**config.mk**
```make
export PLATFORM = sky130hd
export DESIGN_NAME = btn_press_filter
export DESIGN_NICKNAME = d
export VERILOG_FILES = /design/src/rtl/btn_press_filter.sv
export SDC_FILE = /design/constraint.sdc
export NUM_CORES = 1
export LEC_CHECK = 0
export ABC_CLOCK_PERIOD_IN_PS = 3000
export BUFFER_PORTS_ARGS = -buffer_cell sky130_fd_sc_hd__buf_4
export CAP_MARGIN = 20
export CORE_ASPECT_RATIO = 0.5
export CORE_MARGIN = 1
export CORE_UTILIZATION = 30
export DETAILED_ROUTE_END_ITERATION = 10
export SKIP_LAST_GASP = 1
export SYNTH_ARGS = -nofsm -noshare
export SYNTH_HDL_FRONTEND = slang
export SYNTH_SLANG_ARGS = --single-unit
```
**constraint.sdc**
```tcl
create_clock -name clock -period 3 [get_ports clock]
set_clock_uncertainty 0.15 [all_clocks]
set_input_delay 0.6 -clock clock [delete_from_list [all_inputs] [get_ports clock]]
set_output_delay 0.6 -clock clock [all_outputs]
set_load 0.01 [all_outputs]
```
**src/rtl/btn_press_filter.sv**
```systemverilog
// Player push-button conditioning: two-flop synchroniser, per-button debounce,
// and a press-event FSM that emits one single-cycle event per clean single-button press.
module btn_press_filter #(
    parameter int N_BTN           = 3,
    parameter int DEBOUNCE_CYCLES = 500000,
    parameter bit BTN_ACTIVE_LOW  = 1'b1
) (
    input  logic             clock,
    input  logic             reset,
    input  logic [N_BTN-1:0] btn,
    input  logic             enable,
    output logic [N_BTN-1:0] btn_pulse,
    output logic             was_some_btn_pressed,
    output logic [1:0]       btn_code,
    output logic             multi_press,
    output logic [N_BTN-1:0] btn_level
);

    localparam int              CNT_W    = $clog2(DEBOUNCE_CYCLES + 1);
    localparam logic [CNT_W-1:0] CNT_LAST = CNT_W'(DEBOUNCE_CYCLES - 1);
    localparam logic [CNT_W-1:0] CNT_MAX  = '1;

    typedef enum logic {
        S_IDLE,
        S_HELD
    } state_t;

    logic [N_BTN-1:0] w_raw;
    logic [N_BTN-1:0] r_sync1;
    logic [N_BTN-1:0] r_sync2;
    logic [CNT_W-1:0] r_cnt [N_BTN];
    logic [N_BTN-1:0] r_level;

    state_t           r_state;
    state_t           w_state_nxt;
    logic [N_BTN-1:0] r_pulse;
    logic [N_BTN-1:0] w_pulse_nxt;
    logic             r_was;
    logic             r_multi;
    logic             w_multi_nxt;
    logic [1:0]       r_code;
    logic [1:0]       w_code_nxt;
    logic [1:0]       w_idx;
    logic             w_onehot;

    assign w_raw = BTN_ACTIVE_LOW ? ~btn : btn;

    always_ff @(posedge clock or negedge reset) begin
        if (!reset) begin
            r_sync1 <= '0;
            r_sync2 <= '0;
        end else begin
            r_sync1 <= w_raw;
            r_sync2 <= r_sync1;
        end
    end

    // Level flips after DEBOUNCE_CYCLES consecutive mismatching samples; any match restarts the count.
    always_ff @(posedge clock or negedge reset) begin
        if (!reset) begin
            r_level <= '0;
            for (int unsigned i = 0; i < N_BTN; i++) begin
                r_cnt[i] <= '0;
            end
        end else begin
            for (int unsigned i = 0; i < N_BTN; i++) begin
                if (r_sync2[i] == r_level[i]) begin
                    r_cnt[i] <= '0;
                end else if (r_cnt[i] == CNT_LAST) begin
                    r_level[i] <= ~r_level[i];
                    r_cnt[i]   <= '0;
                end else if (r_cnt[i] != CNT_MAX) begin
                    r_cnt[i] <= r_cnt[i] + 1'b1;
                end
            end
        end
    end

    assign w_onehot = (r_level != '0) && ((r_level & (r_level - 1'b1)) == '0);

    always_comb begin
        w_idx = '0;
        for (int unsigned i = 0; i < N_BTN; i++) begin
            if (r_level[i]) begin
                w_idx = 2'(i);
            end
        end
    end

    always_ff @(posedge clock or negedge reset) begin
        if (!reset) begin
            r_state <= S_IDLE;
        end else begin
            r_state <= w_state_nxt;
        end
    end

    // Any press seen in IDLE moves to HELD, so each physical press is judged exactly once.
    always_comb begin
        w_state_nxt = r_state;
        w_pulse_nxt = '0;
        w_multi_nxt = 1'b0;
        w_code_nxt  = r_code;
        case (r_state)
            S_IDLE: begin
                if (r_level != '0) begin
                    w_state_nxt = S_HELD;
                    if (enable) begin
                        if (w_onehot) begin
                            w_pulse_nxt = r_level;
                            w_code_nxt  = w_idx;
                        end else begin
                            w_multi_nxt = 1'b1;
                        end
                    end
                end
            end
            S_HELD: begin
                if (r_level == '0) begin
                    w_state_nxt = S_IDLE;
                end
            end
        endcase
    end

    always_ff @(posedge clock or negedge reset) begin
        if (!reset) begin
            r_pulse <= '0;
            r_was   <= 1'b0;
            r_multi <= 1'b0;
            r_code  <= '0;
        end else begin
            r_pulse <= w_pulse_nxt;
            r_was   <= |w_pulse_nxt;
            r_multi <= w_multi_nxt;
            r_code  <= w_code_nxt;
        end
    end

    assign btn_pulse            = r_pulse;
    assign was_some_btn_pressed = r_was;
    assign multi_press          = r_multi;
    assign btn_code             = r_code;
    assign btn_level            = r_level;

endmodule

```
==> key figures, run 1 <==
Status
  – Status: finished, final reports clean

Final layout
  – Inserted Diodes: 0
  – # fillers: 1277
  – Non-Filler Instances: slightly above 600
  – Multi-input combinational cell area: slightly below 0.002 mm²
  – Final net count: 438
  – FF+latch area: ~0.0019 mm²
  – Area grow syn2layout: 14.1%
  – Share of cells above drive strength 1: 0.108

Global route
  – GRT overflow: 0
  – Gr usage total: 0.136
  – Initial antenna violation count: 0
  – Pin count of the biggest net entering global routing: 75
  – Vias in the first global route: between 3000 and 4000
  – First-pass GRT wire length: 14800 µm

Detailed routing
  – DR pass1 iterations: 5
  – Via Count: between 3000 and 4000
  – Drt drc: 0
  – Post-route ant nets: 0
  – DR iter-0 viols: 291
  – Drt via density: around 5.5
  – Per-cell routed wire length: 14.0 µm
  – Total Routed Length: 8480 µm

Placement
  – Dpl cells: approximately 590
  – Buffers added on ports: 15
  – Placer Congestion: around 0.84
  – Hpwl dp: ~5700 µm
  – Post-Place Worst Slack: between 0.7 and 0.8 ns

STA
  – Period minus WS final: around 2.3 ns
  – Setup TNS: 0 ns
  – Max Fclk: around 0.44 GHz
  – Slew headroom: 0.381
  – Final period util: 0.758
  – PnR worst setup slack: around 0.73 ns
  – RSZ-0062 raised after global routing: no
  – Final setup fails: 0
  – Final hold viol count: 0
  – Worst slew pin tran: just over 0.9 ns
  – Final max-slew violation count: 0

Synthesis
  – Top FF cell, synth: dfrtp_1
  – Asr flop ratio synth: 1.00
  – Most frequent cells after synthesis: dfrtp_1, a21oi_1, nand2_1, nor2_1, nor3_1
  – Most common cell in the netlist: dfrtp_1
  – Post-synthesis instance total: about 420
  – Syn nets: 426
  – Number of flops mapped to enable cells by yosys: 0
  – Cell variety after synth: between 50 and 60
  – Post-synth top area cell: dfrtp_1
  – Area share of the largest cell type after synthesis: 0.467
  – Warnings from Yosys: 0
  – FF+latch count, synth: 74
  – Register area share after synthesis: 0.467
  – Synthesized cell area: a little under 0.004 mm²
  – Post-synthesis average cell area: about 9.5 µm²
  – Top cells by area, synth: dfrtp_1, a21oi_1, nor3_1, nand3_1, or4_1

CTS
  – Clock sink count: between 70 and 80
  – # Post-CTS Setup Buffers: 0
  – Clk Latency, worst-skew pair: around 0.33 ns
  – CTS clk-pin slew, worst paths: approximately 0.060 ns
  – Hold buffers post-CTS: 0
  – Root buffer cell: clkbuf_16
  – CTS Buf Count: 9
  – Clock Tree Buf Depth: 2
  – H-tree depth: 3
  – CTS resizes: 0
  – CTS tree: done

Die
  – Initial core utilization: 0.311
  – Ports: 16
  – Die height: 83.3 µm
  – Core Region: 0.0128 mm²
  – Width of the die: 165 µm
  – Row count: 29
  – Die Area: around 0.014 mm²

Setup path
  – Crit Path Category: reg2reg
  – Crit path largest cell delay: 0.56 ns
  – Crit. End Element: register
  – Worst EP required: just over 3 ns
  – Slowest CP cell: nor4_4
  – CP arrival: ~2.4 ns
  – Crit start category: register
  – Worst path cell trace: ha_1 -> nand3_1 -> nor4_4 -> buf_4 -> nand2_1 -> a211oi_1
  – Crit path max fanout: 10

Run
  – MaxCap Viol Count: 0

Power
  – Pleak: 1.79 nW
  – Worst VDD drop: around 0.24 mV
  – Power Density: between 400 and 500 mW/mm²
  – Design Power: ~2.2 mW

Min path
  – Hold WC Path Type: reg2reg
-- final timing paths --
path,start,endpoint,slack (ns),cells after the start
worst max-delay path,r_cnt[19]$_DFFE_PN0P_,r_cnt[22]$_DFFE_PN0P_,0.73,6
worst min-delay path,r_sync1[1]$_DFF_PN0_,r_sync2[1]$_DFF_PN0_,0.20,0
worst max register to register,r_cnt[19]$_DFFE_PN0P_,r_cnt[22]$_DFFE_PN0P_,0.73,6
worst min register to register,r_sync1[1]$_DFF_PN0_,r_sync2[1]$_DFF_PN0_,0.20,0
max in group asynchronous,reset,r_cnt[4]$_DFFE_PN0P_,1.85,1
min in group asynchronous,reset,r_cnt[2]$_DFFE_PN0P_,0.24,1
-- metal layers --
metal | part of all wire | vias to the layer above | routed length [µm] | track usage
li1 | - | 1630 | - | -
met1 | 0.48 | 1604 | 4070 | 0.181
met2 | 0.46 | 61 | 3930 | 0.204
met3 | 0.041 | 9 | 349 | 0.0380
met4 | 0.015 | 0 | 129 | 0.0575
met5 | 0 | - | 0 | 0
-- sequential cells by signal, summed over array words and instances (netlist names) --
| signal | count |
|---|---|
| r_cnt | 57 |
| r_sync1 | 3 |
| btn_pulse | 3 |
| r_state | 1 |
| multi_press | 1 |
| was_some_btn_pressed | 1 |
| r_sync2 | 3 |
| btn_level | 3 |
| btn_code | 2 |
-- worst max-delay path: cells and delay by family, from the launching register on --
family,cells,cell delay [ns]
simple gates,3,0.91
flops,1,0.40
compound gates,1,0.25
buf+inv,1,0.24
fa+ha+maj,1,0.22
-- logic make-up after synthesis --
group | share of synthesized area
mux | 0.0338
flops | 0.467
xor+xnor | 0.0132
fa+ha+maj | 0.00946
buf+inv | 0.0341
simple gates | 0.276
compound gates | 0.166
-- report_power, final --
| group | switching (mW) | internal (mW) |
|---|---|---|
| clock | 0.409 | 0.684 |
| sequential | 0.0136 | 1.01 |
| combinational | 0.0458 | 0.0220 |
| total | 0.468 | 1.72 |
-- placed cells by master, fill, tap and decap left out, types with 2 or more instances in the layout --
cell type and count:
dfrtp_1 74, a21oi_1 36, nand2_1 27, nor2_1 24, nor3_1 24, nand3_1 23, buf_4 19, nand4_1 16
o21ai_0 15, or4_1 15, and3_1 14, o31ai_1 12, a211oi_1 11, mux2i_1 10, inv_1 9, nor4_1 9
clkbuf_16 9, and4_1 8, o211ai_1 7, or3_1 7, a31oi_1 6, xor2_1 5, nand2b_1 5, nor2b_1 4
a21boi_0 4, a41oi_1 3, ha_1 3, clkinv_2 3, nor4bb_1 2, mux2_2 2, a21o_1 2, clkbuf_8 2
-- cell type report --
| cell class | count | share of cell area |
|---|---|---|
| tap | 170 | 0.0470 |
| multi-input combinational | 316 | 0.437 |
| sequential | 74 | 0.409 |
| inverter | 9 | 0.00746 |
| timing repair buffer | 19 | 0.0315 |
| clock inverter | 5 | 0.0116 |
| clock buffer | 11 | 0.0558 |
-- metrics by stage --
stage	area, µm²	hold WS (ns)	util
after floorplan	3970	0.154	-
after global placement	4220	0.183	0.330
after detailed placement	4220	0.185	0.330
after CTS	4530	0.198	0.354
after global routing	4530	0.203	0.354
final	4530	0.196	0.354
(Power assumes the default switching activity.)
==> run 2, diff against run 1 <==
ABC_CLOCK_PERIOD_IN_PS = 2300   (was 3000)
clock period = 2.3 ns   (was 3 ns; I/O delays follow)
==> key figures, run 2 (synthesis gave the netlist of run 1 again) <==
Setup path
  – Crit path max fanout: 7
  – Crit. End Element: register
  – CP arrival: between 2 and 2.5 ns
  – R2r startpoint: r_cnt[31]$_DFFE_PN0P_
  – Capturing point of the worst reg2reg path: btn_level[1]$_DFFE_PN0P_
  – R2R cell count: 4
  – Crit start category: register
  – Reg2reg setup slack: between 0.15 and 0.2 ns
  – Crit Path Category: reg2reg
  – Worst EP required: about 2.4 ns

Min path
  – Hold WC Path Type: in2async

CTS
  – Root buffer cell: clkbuf_16
  – Clock sink count: between 70 and 80
  – Hold buffers post-CTS: 0
  – Clk Latency, worst-skew pair: roughly 0.33 ns
  – CTS Buf Count: 9
  – CTS clk-pin slew, worst paths: ~0.060 ns
  – H-tree depth: 3
  – Clock Tree Buf Depth: 2
  – CTS tree: done

Run
  – MaxCap Viol Count: 0

Final layout
  – Final net count: 450
  – Share of cells above drive strength 1: 0.130
  – Largest register FFs: 57
  – Commonest non-fill, non-tap cell in the layout: dfrtp_1
  – Most frequent cells in the layout: dfrtp_1, a21oi_1, buf_4
  – Largest register by flop count: r_cnt
  – Area grow syn2layout: 17.6%
  – Inserted Diodes: 0

Die
  – Row count: 29
  – Initial core utilization: 0.311
  – Die Area: between 0.01 and 0.015 mm²
  – Core Region: 0.0128 mm²
  – Die height: ~83 µm
  – Ports: 16
  – Width of the die: ~160 µm

Placement
  – Hpwl dp: between 6000 and 7000 µm
  – Placer Congestion: approximately 0.85
  – Buffers added on ports: 15

STA
  – Final max-slew violation count: 0
  – Period minus WS final: around 2.1 ns
  – Worst hold slack: -0.000984 ns
  – Worst slew pin tran: about 0.65 ns
  – RSZ-0062 raised after global routing: no
  – Setup TNS: 0 ns
  – Final hold viol count: 2
  – Max Fclk: about 0.47 GHz
  – Slew headroom: 0.570
  – Final setup fails: 0
  – Final period util: 0.915

Detailed routing
  – Drt drc: 0
  – Drt via density: 5.37
  – Per-cell routed wire length: between 10 and 15 µm
  – Total Routed Length: 8660 µm
  – DR pass1 iterations: 4
  – DR iter-0 viols: about 210
  – Via Count: ~3300
  – Post-route ant nets: 0

Global route
  – Initial antenna violation count: 0
  – Pin count of the biggest net entering global routing: 48
  – First-pass GRT wire length: ~15000 µm
  – GRT overflow: 0
  – Gr usage total: 0.138
  – Vias in the first global route: a little over 3000

Power
  – Power Density: roughly 650 mW/mm²
  – Worst VDD drop: about 0.36 mV
  – Pleak: roughly 1.9 nW

Status
  – Failing checks: negative hold slack
  – Status: complete, but fails checks
## run 2: cell count changes in the layout (fill, tap and decap cells not counted), sizes merged
cell	previous run	this run
inv	9	10
clkinv	3	0
clkbuf	11	10
bufinv	1	3
buf	19	31
clkinvlp	1	2
## run 2: layer usage
layer  global-route usage  vias up  wire length, µm
li1                     -     1649                -
met1                0.188     1598             4280
met2                0.214       53             4030
met3               0.0375        9              268
met4               0.0375        0               80
met5                    0        -                0
## run 2: stage by stage
stage	power, mW	cell area [µm²]	worst slack (ns)	std cells	util
after global routing	3.17	4670	0.0193	616	0.365
after global placement	1.46	4320	0.221	600	0.338
final	3.05	4670	0.195	616	0.365
after detailed placement	1.46	4320	0.148	600	0.338
after floorplan	1.40	3970	0.227	417	-
after CTS	3.09	4670	0.144	616	0.365
## run 2: worst max path at each step
| stage | startpoint | endpoint | slack, ns | depth (start not counted) |
|---|---|---|---|---|
| 4_1_cts | r_cnt[38]$_DFFE_PN0P_ | r_cnt[40]$_DFFE_PN0P_ | 0.14 | 5 |
| 3_5_place_dp | r_cnt[38]$_DFFE_PN0P_ | r_cnt[40]$_DFFE_PN0P_ | 0.15 | 5 |
| 6_report | r_cnt[31]$_DFFE_PN0P_ | btn_level[1]$_DFFE_PN0P_ | 0.19 | 4 |
| 5_1_grt | r_cnt[39]$_DFFE_PN0P_ | r_cnt[40]$_DFFE_PN0P_ | 0.02 | 5 |
| 3_3_place_gp | r_cnt[31]$_DFFE_PN0P_ | btn_level[1]$_DFFE_PN0P_ | 0.22 | 4 |
| 2_1_floorplan | r_cnt[30]$_DFFE_PN0P_ | btn_level[1]$_DFFE_PN0P_ | 0.23 | 5 |
## run 2: power breakdown
group | internal (mW) | switching (mW) | total, mW
registers | 1.32 | 0.0183 | 1.34
clock network | 1.06 | 0.547 | 1.61
logic | 0.0348 | 0.0626 | 0.0974
total | 2.42 | 0.628 | 3.05
## run 2: layout make-up
type | count | area (µm²)
Multi-Input combinational cell | 316 | 1980
Clock inverter | 6 | 114
Tap cell | 170 | 213
Sequential cell | 74 | 1850
Timing Repair Buffer | 31 | 245
Clock buffer | 10 | 229
Inverter | 9 | 33.8
Fill cell | 1299 | 8110
## run 2: worst max-delay path, cell delays in order, from the launching register on
cell	delay [ns]
dfrtp_1	0.43
or4b_1	0.54
or4_4	0.45
nor2_2	0.10
mux2_1	0.32
## run 2: timing repair
item / CTS / global route
gates resized for setup: 0 / 1
setup buffers: 0 / 0
endpoints found under the hold margin: 0 / 0
endpoints found under the setup margin: 0 / 1
==> run 3, diff against run 2 <==
CELL_PAD_IN_SITES_DETAIL_PLACEMENT = 0   (was default)
CELL_PAD_IN_SITES_GLOBAL_PLACEMENT = 1   (was default)
CORE_UTILIZATION = 48   (was 30)
PLACE_DENSITY_LB_ADDON = 0.1   (was default)
==> key figures, run 3 (synthesis gave the netlist of run 1 again) <==
CTS
  – CTS tree: done
  – Root buffer cell: clkbuf_16
  – Clk Latency, worst-skew pair: between 0.3 and 0.4 ns
  – # Post-CTS Setup Buffers: 0
  – Clock sink count: 74
  – Clock Tree Buf Depth: 2
  – H-tree depth: 3
  – CTS clk-pin slew, worst paths: approximately 0.05 ns
  – CTS Buf Count: 9

Power
  – Pleak: between 1.5 and 2 nW
  – Design Power: ~2.7 mW
  – Power Density: about 600 mW/mm²
  – Worst VDD drop: ~0.33 mV

Final layout
  – Post-layout util: 0.590
  – FF+latch area: around 0.0019 mm²
  – Most frequent cells in the layout: dfrtp_1, a21oi_1, buf_4
  – Largest register FFs: 57
  – Inserted Diodes: 0
  – # fillers: about 670
  – Final net count: 449
  – Cell area after layout: roughly 0.0045 mm²
  – Non-Filler Instances: 552
  – Largest register by flop count: r_cnt
  – Area grow syn2layout: 13.8%
  – Share of cells above drive strength 1: 0.124
  – Commonest non-fill, non-tap cell in the layout: dfrtp_1
  – Multi-input combinational cell area: 0.00198 mm²

Min path
  – HP Start: btn[1]
  – Hold Path Depth: 2
  – Min-Delay Endpoint: r_sync1[1]$_DFF_PN0_
  – Hold WC Path Type: in2reg

STA
  – Setup TNS: 0 ns
  – Final hold viol count: 0
  – Final max-slew violation count: 0
  – PnR worst setup slack: between 0.1 and 0.15 ns
  – Worst slew pin tran: 0.525 ns
  – Period minus WS final: around 2.2 ns
  – Max Fclk: around 0.46 GHz
  – Worst hold slack: 0.117 ns
  – RSZ-0062 raised after global routing: no
  – Slew headroom: 0.647
  – Final period util: 0.939
  – Final setup fails: 0

Global route
  – Vias in the first global route: 3335
  – First-pass GRT wire length: roughly 16000 µm
  – Gr usage total: 0.234
  – Initial antenna violation count: 0
  – GRT overflow: 0
  – Pin count of the biggest net entering global routing: 46

Placement
  – Hpwl dp: between 6000 and 7000 µm
  – Placer Congestion: 0.879
  – Dpl cells: between 500 and 600
  – Buffers added on ports: 15
  – Post-Place Worst Slack: ~0.15 ns
  – DP Area: 0.00423 mm²

Setup path
  – Capturing point of the worst reg2reg path: btn_level[1]$_DFFE_PN0P_
  – R2R cell count: 4
  – Crit path largest cell delay: roughly 0.53 ns
  – Reg2reg setup slack: approximately 0.14 ns
  – Slowest CP cell: or4b_1
  – Worst path cell trace: or4b_1 -> or4_4 -> nor2_2 -> mux2_1
  – Worst EP required: ~2.4 ns
  – Crit Path Category: reg2reg
  – Crit start category: register
  – Crit. End Element: register
  – R2r startpoint: r_cnt[31]$_DFFE_PN0P_
  – Crit path max fanout: 7
  – CP arrival: 2.21 ns

Detailed routing
  – Drt drc: 0
  – Post-route ant nets: 0
  – DR pass1 iterations: 4
  – DR iter-0 viols: between 200 and 250
  – Per-cell routed wire length: approximately 16 µm
  – Total Routed Length: roughly 8800 µm
  – Drt via density: slightly above 6
  – Via Count: roughly 3400

Status
  – Status: finished, final reports clean

Die
  – Die Area: just under 0.009 mm²
  – Ports: 16
  – Width of the die: 131 µm
  – Core Region: between 0.007 and 0.008 mm²
  – Die height: about 66 µm
  – Row count: 22
  – Initial core utilization: 0.518

Run
  – MaxCap Viol Count: 0
==> run 3: cell count changes in the layout (fill, tap and decap cells not counted) <==
cell / previous run / this run
bufinv_16: 3 / 0
clkinv_2: 0 / 3
buf_4: 30 / 28
clkbuf_8: 0 / 2
clkinvlp_4: 2 / 0
dlygate4sd3_1: 0 / 1
inv_6: 1 / 0
==> run 3: worst max-delay path by stage <==
stage	cells past startpoint	slack (ns)	to	startpoint
floorplan	5	0.23	btn_level[1]$_DFFE_PN0P_	r_cnt[30]$_DFFE_PN0P_
global placement	4	0.22	btn_level[1]$_DFFE_PN0P_	r_cnt[31]$_DFFE_PN0P_
detailed placement	4	0.15	btn_level[1]$_DFFE_PN0P_	r_cnt[31]$_DFFE_PN0P_
CTS	5	0.14	r_cnt[40]$_DFFE_PN0P_	r_cnt[38]$_DFFE_PN0P_
global route	5	0.03	r_cnt[40]$_DFFE_PN0P_	r_cnt[38]$_DFFE_PN0P_
finish	4	0.14	btn_level[1]$_DFFE_PN0P_	r_cnt[31]$_DFFE_PN0P_
==> run 3: critical path, delay by kind of cell, from the launching register on <==
family	cells	cell delay [ns]
and+or+nand+nor	3	1.10
DFF	1	0.43
muxes	1	0.35
==> run 3: area by class of cell <==
class,instances,area share
clock inverters,3,0.00333
well taps,108,0.0300
clock buffers,12,0.0568
repair buffers,30,0.0532
inverters,9,0.00749
multi-input cells,316,0.439
flip-flops and latches,74,0.410
==> run 3: power by group <==
part | switching [mW] | internal, mW
Combinational | 0.0637 | 0.0361
Clock | 0.496 | 0.777
Sequential | 0.0185 | 1.32
Total | 0.578 | 2.13
==> run 3: per-layer routing <==
metal / global-route usage / vias to the layer above / wire [µm]
met1: 0.290 / 1701 / 4040
met4: 0.0934 / 0 / 70
met2: 0.396 / 69 / 4350
met3: 0.0558 / 10 / 320
li1: - / 1651 / -
met5: 0 / - / 0
==> run 3: timing repair <==
action                     CTS  global route
hold endpoints to repair    29             0
gates resized for setup      0             1
hold buffers                 1             0
setup endpoints to repair    0             1
